===== src/rtl/fixed_point_multiplier_pkg.sv =====
// Shared definitions for the fixed-point multiply/divide units: default
// operand format and the control-state encoding used by both sequencers.
package fixed_point_multiplier_pkg;

    // Default operand format: unsigned Q5.5 in a 10-bit word.
    localparam int DEF_WIDTH = 10;
    localparam int DEF_FRAC  = 5;

    // Sequencer states, 2-bit encoded so the divider can share them.
    typedef enum logic [1:0] {
        ST_IDLE = 2'b00,
        ST_CALC = 2'b01,
        ST_DONE = 2'b10
    } state_e;

endpackage


===== src/rtl/fixed_point_multiplier_if.sv =====
// start/busy/valid handshake and operand/result buses shared by the
// fixed-point arithmetic units. The master drives a request; the slave
// (the arithmetic unit) reports progress and the result.
interface fixed_point_multiplier_if
    import fixed_point_multiplier_pkg::*;
#(
    parameter int WIDTH = DEF_WIDTH
);
    logic             start;
    logic [WIDTH-1:0] a_bus;
    logic [WIDTH-1:0] b_bus;
    logic             busy;
    logic             valid;
    logic             ovf;
    logic [WIDTH-1:0] out_bus;

    modport master (
        output start, a_bus, b_bus,
        input  busy, valid, ovf, out_bus
    );

    modport slave (
        input  start, a_bus, b_bus,
        output busy, valid, ovf, out_bus
    );
endinterface


===== src/rtl/fixed_point_multiplier_datapath.sv =====
// Shift-add datapath: operand registers, partial-product accumulator and
// the truncate/saturate stage that produces the Q-format result.
module fixed_point_multiplier_datapath
    import fixed_point_multiplier_pkg::*;
#(
    parameter int WIDTH = DEF_WIDTH,
    parameter int FRAC  = DEF_FRAC,
    parameter int CNT_W = $clog2(WIDTH)
) (
    input  logic             clk,
    input  logic             rst,
    input  logic             load,     // accepted start: capture operands
    input  logic             step,     // one CALC iteration
    input  logic             last,     // final iteration: write result
    input  logic [CNT_W-1:0] cnt,      // current multiplier bit position
    input  logic [WIDTH-1:0] a_in,
    input  logic [WIDTH-1:0] b_in,
    output logic [WIDTH-1:0] out_bus,
    output logic             ovf
);

    logic [WIDTH-1:0]   a_q, a_d;
    logic [WIDTH-1:0]   b_q, b_d;
    logic [2*WIDTH-1:0] p_q, p_d;
    logic [WIDTH-1:0]   out_q, out_d;
    logic               ovf_q, ovf_d;
    logic [2*WIDTH-1:0] addend;

    // Next-state logic for operands, accumulator and result registers.
    always_comb begin
        // NOTE: every signal gets a default first so no path leaves it
        // unassigned, which would otherwise infer a latch.
        a_d    = a_q;
        b_d    = b_q;
        p_d    = p_q;
        out_d  = out_q;
        ovf_d  = ovf_q;
        addend = {{WIDTH{1'b0}}, a_q} << cnt;

        if (load) begin
            a_d   = a_in;
            b_d   = b_in;
            p_d   = '0;
            ovf_d = 1'b0;       // result word is held until the new product lands
        end else if (step) begin
            if (b_q[0]) begin
                p_d = p_q + addend;
            end
            b_d = b_q >> 1;

            // The last iteration's add must be included, so the result is
            // taken from the updated accumulator rather than the register.
            if (last) begin
                if (|p_d[2*WIDTH-1:WIDTH+FRAC]) begin
                    out_d = '1;
                    ovf_d = 1'b1;
                end else begin
                    out_d = p_d[FRAC +: WIDTH];
                    ovf_d = 1'b0;
                end
            end
        end
    end

    // Datapath registers with asynchronous clear.
    always_ff @(posedge clk or posedge rst) begin
        // NOTE: state is updated with non-blocking assignments so all flops
        // sample their inputs from the same edge, independent of order.
        if (rst) begin
            a_q   <= '0;
            b_q   <= '0;
            p_q   <= '0;
            out_q <= '0;
            ovf_q <= 1'b0;
        end else begin
            a_q   <= a_d;
            b_q   <= b_d;
            p_q   <= p_d;
            out_q <= out_d;
            ovf_q <= ovf_d;
        end
    end

    assign out_bus = out_q;
    assign ovf     = ovf_q;

endmodule


===== src/rtl/fixed_point_multiplier.sv =====
// Sequential unsigned fixed-point multiplier. Consumes one multiplier bit
// per cycle, truncates the product to the operand Q format and saturates
// with an overflow flag when the integer part does not fit.
module fixed_point_multiplier
    import fixed_point_multiplier_pkg::*;
#(
    parameter int WIDTH = DEF_WIDTH,
    parameter int FRAC  = DEF_FRAC
) (
    input  logic                     clk,
    input  logic                     rst,
    fixed_point_multiplier_if.slave  bus
);

    localparam int CNT_W = $clog2(WIDTH);
    localparam logic [CNT_W-1:0] CNT_LAST = CNT_W'(WIDTH - 1);

    state_e           state_q, state_d;
    logic [CNT_W-1:0] cnt_q, cnt_d;
    logic             busy_q, busy_d;
    logic             valid_q, valid_d;
    logic             accept;
    logic             step;
    logic             last;

    // Control FSM: next state, iteration counter and registered status.
    always_comb begin
        state_d = state_q;
        cnt_d   = cnt_q;
        busy_d  = 1'b0;
        valid_d = 1'b0;
        accept  = 1'b0;
        step    = 1'b0;
        last    = 1'b0;

        case (state_q)
            ST_IDLE: begin
                accept = bus.start;
            end
            ST_CALC: begin
                // start is ignored here: no restart, no queuing.
                step = 1'b1;
                if (cnt_q == CNT_LAST) begin
                    last    = 1'b1;
                    state_d = ST_DONE;
                    cnt_d   = '0;
                    valid_d = 1'b1;
                end else begin
                    cnt_d  = cnt_q + 1'b1;
                    busy_d = 1'b1;
                end
            end
            ST_DONE: begin
                state_d = ST_IDLE;
                accept  = bus.start;   // back-to-back start from DONE
            end
            default: begin
                state_d = ST_IDLE;
            end
        endcase

        if (accept) begin
            state_d = ST_CALC;
            cnt_d   = '0;
            busy_d  = 1'b1;
        end
    end

    // State, counter and status flops.
    always_ff @(posedge clk or posedge rst) begin
        if (rst) begin
            state_q <= ST_IDLE;
            cnt_q   <= '0;
            busy_q  <= 1'b0;
            valid_q <= 1'b0;
        end else begin
            state_q <= state_d;
            cnt_q   <= cnt_d;
            busy_q  <= busy_d;
            valid_q <= valid_d;
        end
    end

    fixed_point_multiplier_datapath #(
        .WIDTH (WIDTH),
        .FRAC  (FRAC),
        .CNT_W (CNT_W)
    ) u_datapath (
        .clk     (clk),
        .rst     (rst),
        .load    (accept),
        .step    (step),
        .last    (last),
        .cnt     (cnt_q),
        .a_in    (bus.a_bus),
        .b_in    (bus.b_bus),
        .out_bus (bus.out_bus),
        .ovf     (bus.ovf)
    );

    assign bus.busy  = busy_q;
    assign bus.valid = valid_q;

endmodule


===== src/flat_wrapper.sv =====
// flat-port wrapper written by rule: the top's interface ports become plain ports
module fixed_point_multiplier_flat import fixed_point_multiplier_pkg::*;
#(
    parameter int WIDTH = DEF_WIDTH,
    parameter int FRAC  = DEF_FRAC
)
  (clk, rst, bus_start, bus_a_bus, bus_b_bus, bus_busy, bus_valid, bus_ovf, bus_out_bus);
  fixed_point_multiplier_if #(.WIDTH(WIDTH)) bus_i ();
  input  logic clk;
  input  logic rst;
  input wire logic [$bits(bus_i.start)-1:0] bus_start;
  input wire logic [$bits(bus_i.a_bus)-1:0] bus_a_bus;
  input wire logic [$bits(bus_i.b_bus)-1:0] bus_b_bus;
  output wire logic [$bits(bus_i.busy)-1:0] bus_busy;
  output wire logic [$bits(bus_i.valid)-1:0] bus_valid;
  output wire logic [$bits(bus_i.ovf)-1:0] bus_ovf;
  output wire logic [$bits(bus_i.out_bus)-1:0] bus_out_bus;
  assign bus_i.start = bus_start;
  assign bus_i.a_bus = bus_a_bus;
  assign bus_i.b_bus = bus_b_bus;
  assign bus_busy = bus_i.busy;
  assign bus_valid = bus_i.valid;
  assign bus_ovf = bus_i.ovf;
  assign bus_out_bus = bus_i.out_bus;
  fixed_point_multiplier #(.WIDTH(WIDTH), .FRAC(FRAC)) u_core (.clk(clk), .rst(rst), .bus(bus_i));
endmodule

===== config.mk =====
export PLATFORM = sky130hd
export DESIGN_NAME = fixed_point_multiplier_flat
export DESIGN_NICKNAME = d
export VERILOG_FILES = /design/src/rtl/fixed_point_multiplier_pkg.sv /design/src/rtl/fixed_point_multiplier_if.sv /design/src/rtl/fixed_point_multiplier_datapath.sv /design/src/rtl/fixed_point_multiplier.sv /design/src/flat_wrapper.sv
export SDC_FILE = /design/constraint.sdc
export NUM_CORES = 1
export LEC_CHECK = 0
export BUFFER_PORTS_ARGS = -buffer_cell sky130_fd_sc_hd__clkbuf_2
export CAP_MARGIN = 20
export CORE_UTILIZATION = 65
export CTS_BUF_LIST = sky130_fd_sc_hd__clkbuf_4 sky130_fd_sc_hd__clkbuf_8 sky130_fd_sc_hd__clkbuf_16
export DETAILED_ROUTE_END_ITERATION = 8
export GPL_TIMING_DRIVEN = 0
export PLACE_DENSITY = 0.86
export SYNTH_ARGS = -nofsm -noshare
export SYNTH_HDL_FRONTEND = slang
export SYNTH_HIERARCHICAL = 1
export SYNTH_SLANG_ARGS = --single-unit

===== constraint.sdc =====
create_clock -name clk -period 7.25 [get_ports clk]
set_clock_uncertainty 0.2 [all_clocks]
set_input_delay 0.3625 -clock clk [delete_from_list [all_inputs] [get_ports clk]]
set_output_delay 0.3625 -clock clk [all_outputs]
set_load 0.02 [all_outputs]

==> impl_metrics.toml <==
[worst_setup_path]
r2r_start = "u_core/cnt_q[0]"
worstSetupPathType = "register to register"
startpoint = "u_core/cnt_q[0]"
crit_path_start_kind = "register"
required_ps = 7270
arrival_ps = 4470
endpoint_kind = "register"
cp_max_fo = 10

[floorplanning]
ios = 36
die_h_um = 82.81
die_w_um = 82.81
die_area_mm2 = 0.006857
start_util_pct = 67.22
rows = 29
core-area_mm2 = 0.006314

[sta]
setup_viol = 0
rsz0062_at_grt = "no"
final_max_slew_viol_count = 0
period_minus_slack_ps = 4449
max_freq_mhz = 224.7
hold_viol = 0
worst_pin_slew_ps = 715.5
slew_headroom_pct = 52.30
setup_tns_ps = 0
finalCritPeriodShare_pct = 61.37

[run]
cap_violations = 0

[detailed_routing]
viasPerCell = 6.269
routedWlPerCell_um = 16.81
drc = 2
wl_mm = 10.00
ant_nets = 0
via_count = 3730
drt-initial-drc-count = 359
firstDrtPassIters = 8

[worst_hold_path]
worstHoldPathType = "input pin to register"
min_from = "bus_b_bus[4]"

[layout]
final_common_cell = "dfrtp_1"
layout.cells.non_filler = 595
nFillCells = 460
area_growth_pct = 11.73
mostFrequentLayoutCells = "dfrtp_1 (59), nor2_1 (49), nand2_1 (47)"
drive_above_1_share_pct = 19.11
final_nets = 559
insertedDiodeCount = 0

[clock_network]
clkTransAtPathRegs_ps = 70
post_cts_buffers = 0
clockBufferDepth = 2
clock-root-buffer = "clkbuf_8"
cts_tree = "yes"
cts_num_sinks = 59
ctsHoldBuffers = 1
cts_max_level = 3
cts_resized = 0
numCtsBuffers = 9
clock_latency_ps = 340

[grt]
grt_pass1_wl_mm = 16.81
grt_max_degree = 30
overflow = 0
grt_pass1_vias = 3659
antenna_found_initial = 0
grt_use_total_pct = 30.29

[placed_design]
dp.cells = 579
gp_congestion = 0.9654
io_buffers = 35
place_hpwl_mm = 7.343

[logic_synthesis]
async_reset_ff_share_pct = 100.0
synth_area_per_cell_um2 = 9.107
syn_nets = 511
yosysSeqAreaShare_pct = 34.79
yosys_most_used_dff = "dfrtp_1"
synth.distinct_cells = 67
synth-warning-count = 6
syn_inst = 466
synth_edf_count = 0
synthesis.area_mm2 = 0.004244
ys_seq_elements = 59

[status]
outcome = "complete, but fails checks"
violations = "DRC"
[state kept, by name (all words and copies together), names as in the netlist]
register and count:
u_core/u_datapath/b_q 10, u_core/cnt_q 4, u_core/u_datapath/a_q 10, u_core/bus.valid 1, u_core/bus.busy 1, u_core/u_datapath/out_bus 10
u_core/u_datapath/ovf 1, u_core/u_datapath/p_q 20, u_core/state_q 2
[worst paths after layout]
kind / end / slack [ps] / cells after the start
min in group asynchronous: u_core/cnt_q[3] / 310 / 3
min: u_core/u_datapath/b_q[4] / 30 / 3
min reg2reg: u_core/state_q[1] / 260 / 1
max reg2reg: u_core/u_datapath/out_bus[4] / 2800 / 15
max: u_core/u_datapath/out_bus[4] / 2800 / 15
max in group asynchronous: u_core/u_datapath/p_q[17] / 5910 / 4
[critical path, stage by stage (launching register included)]
cell and delay [ps]:
dfrtp_1 540, buf_4 250, mux2_2 360, o21ai_0 370, o21ai_0 200, and2_1 220, ha_1 350, nand2_1 100
o21ai_1 90, a221o_1 360, o211ai_2 210, a21oi_1 170, o31a_1 340, nor4_4 210, buf_6 230, a31oi_2 110
[per-stage QoR]
step                      worst slack, ps  instance area (um^2)  hold WS (ps)  utilization (%)
after detailed placement             2920                  4536         133.8            71.84
after CTS                            2891                  4742         21.54            75.11
after floorplan                      3392                  4244        -21.84                -
after global placement               2990                  4516         113.3            71.52
after global routing                 2572                  4742         44.99            75.11
final                                2801                  4742         28.30            75.11
[synth_stat cells, types with 3 or more instances]
cell type / number / share of area [%]
a21oi_1: 40 / 4.7
nor2_1: 49 / 4.3
clkbuf_1: 16 / 1.4
a211oi_1: 10 / 1.8
nand3b_1: 3 / 0.53
nand2_1: 47 / 4.2
buf_6: 4 / 1.1
nor2b_1: 6 / 0.88
o2bb2ai_1: 3 / 0.62
nand3_1: 9 / 1.1
a21o_1: 4 / 0.71
a31oi_2: 9 / 2.7
a31oi_1: 3 / 0.44
and2_1: 16 / 2.4
nor3_1: 10 / 1.2
xnor2_1: 10 / 2.1
mux2i_1: 26 / 6.1
dfrtp_1: 59 / 35
mux2_2: 14 / 3.7
xor2_1: 4 / 0.83
o21ai_0: 20 / 2.4
a311oi_1: 3 / 0.62
buf_4: 4 / 0.71
o211a_1: 3 / 0.71
nand2b_1: 8 / 1.2
o22ai_1: 4 / 0.59
ha_1: 21 / 6.2
a21boi_0: 5 / 0.88
inv_1: 11 / 0.97
[cell type report]
type / instances / area (um^2) / share of cell area (%)
Inverter: 12 / 45.04 / 0.9499
Multi-Input combinational cell: 369 / 2575 / 54.30
Clock buffer: 11 / 145.1 / 3.061
Tap cell: 77 / 96.34 / 2.032
Clock inverter: 4 / 51.30 / 1.082
Sequential cell: 59 / 1476 / 31.13
Buffer: 26 / 147.6 / 3.113
Timing Repair Buffer: 37 / 205.2 / 4.327
[metal layers]
| layer | vias up | GRT usage [%] | wire length (um) |
|---|---|---|---|
| met1 | 1802 | 38.75 | 4323 |
| li1 | 1774 | - | - |
| met4 | 0 | 12.85 | 249 |
| met5 | - | 0 | 0 |
| met2 | 125 | 50.89 | 4858 |
| met3 | 29 | 4.970 | 574 |
[logic make-up after synthesis]
kind of cell | count (synthesis) | share of synthesized area [%]
buf+inv | 38 | 4.540
simple gates | 163 | 18.87
flops | 59 | 34.79
compound gates | 130 | 22.41
xor+xnor | 14 | 2.889
mux | 40 | 9.847
fa+ha+maj | 22 | 6.663
Power is not shown: default switching activity piles up to over one toggle a cycle in this logic, so the estimate is an artifact.
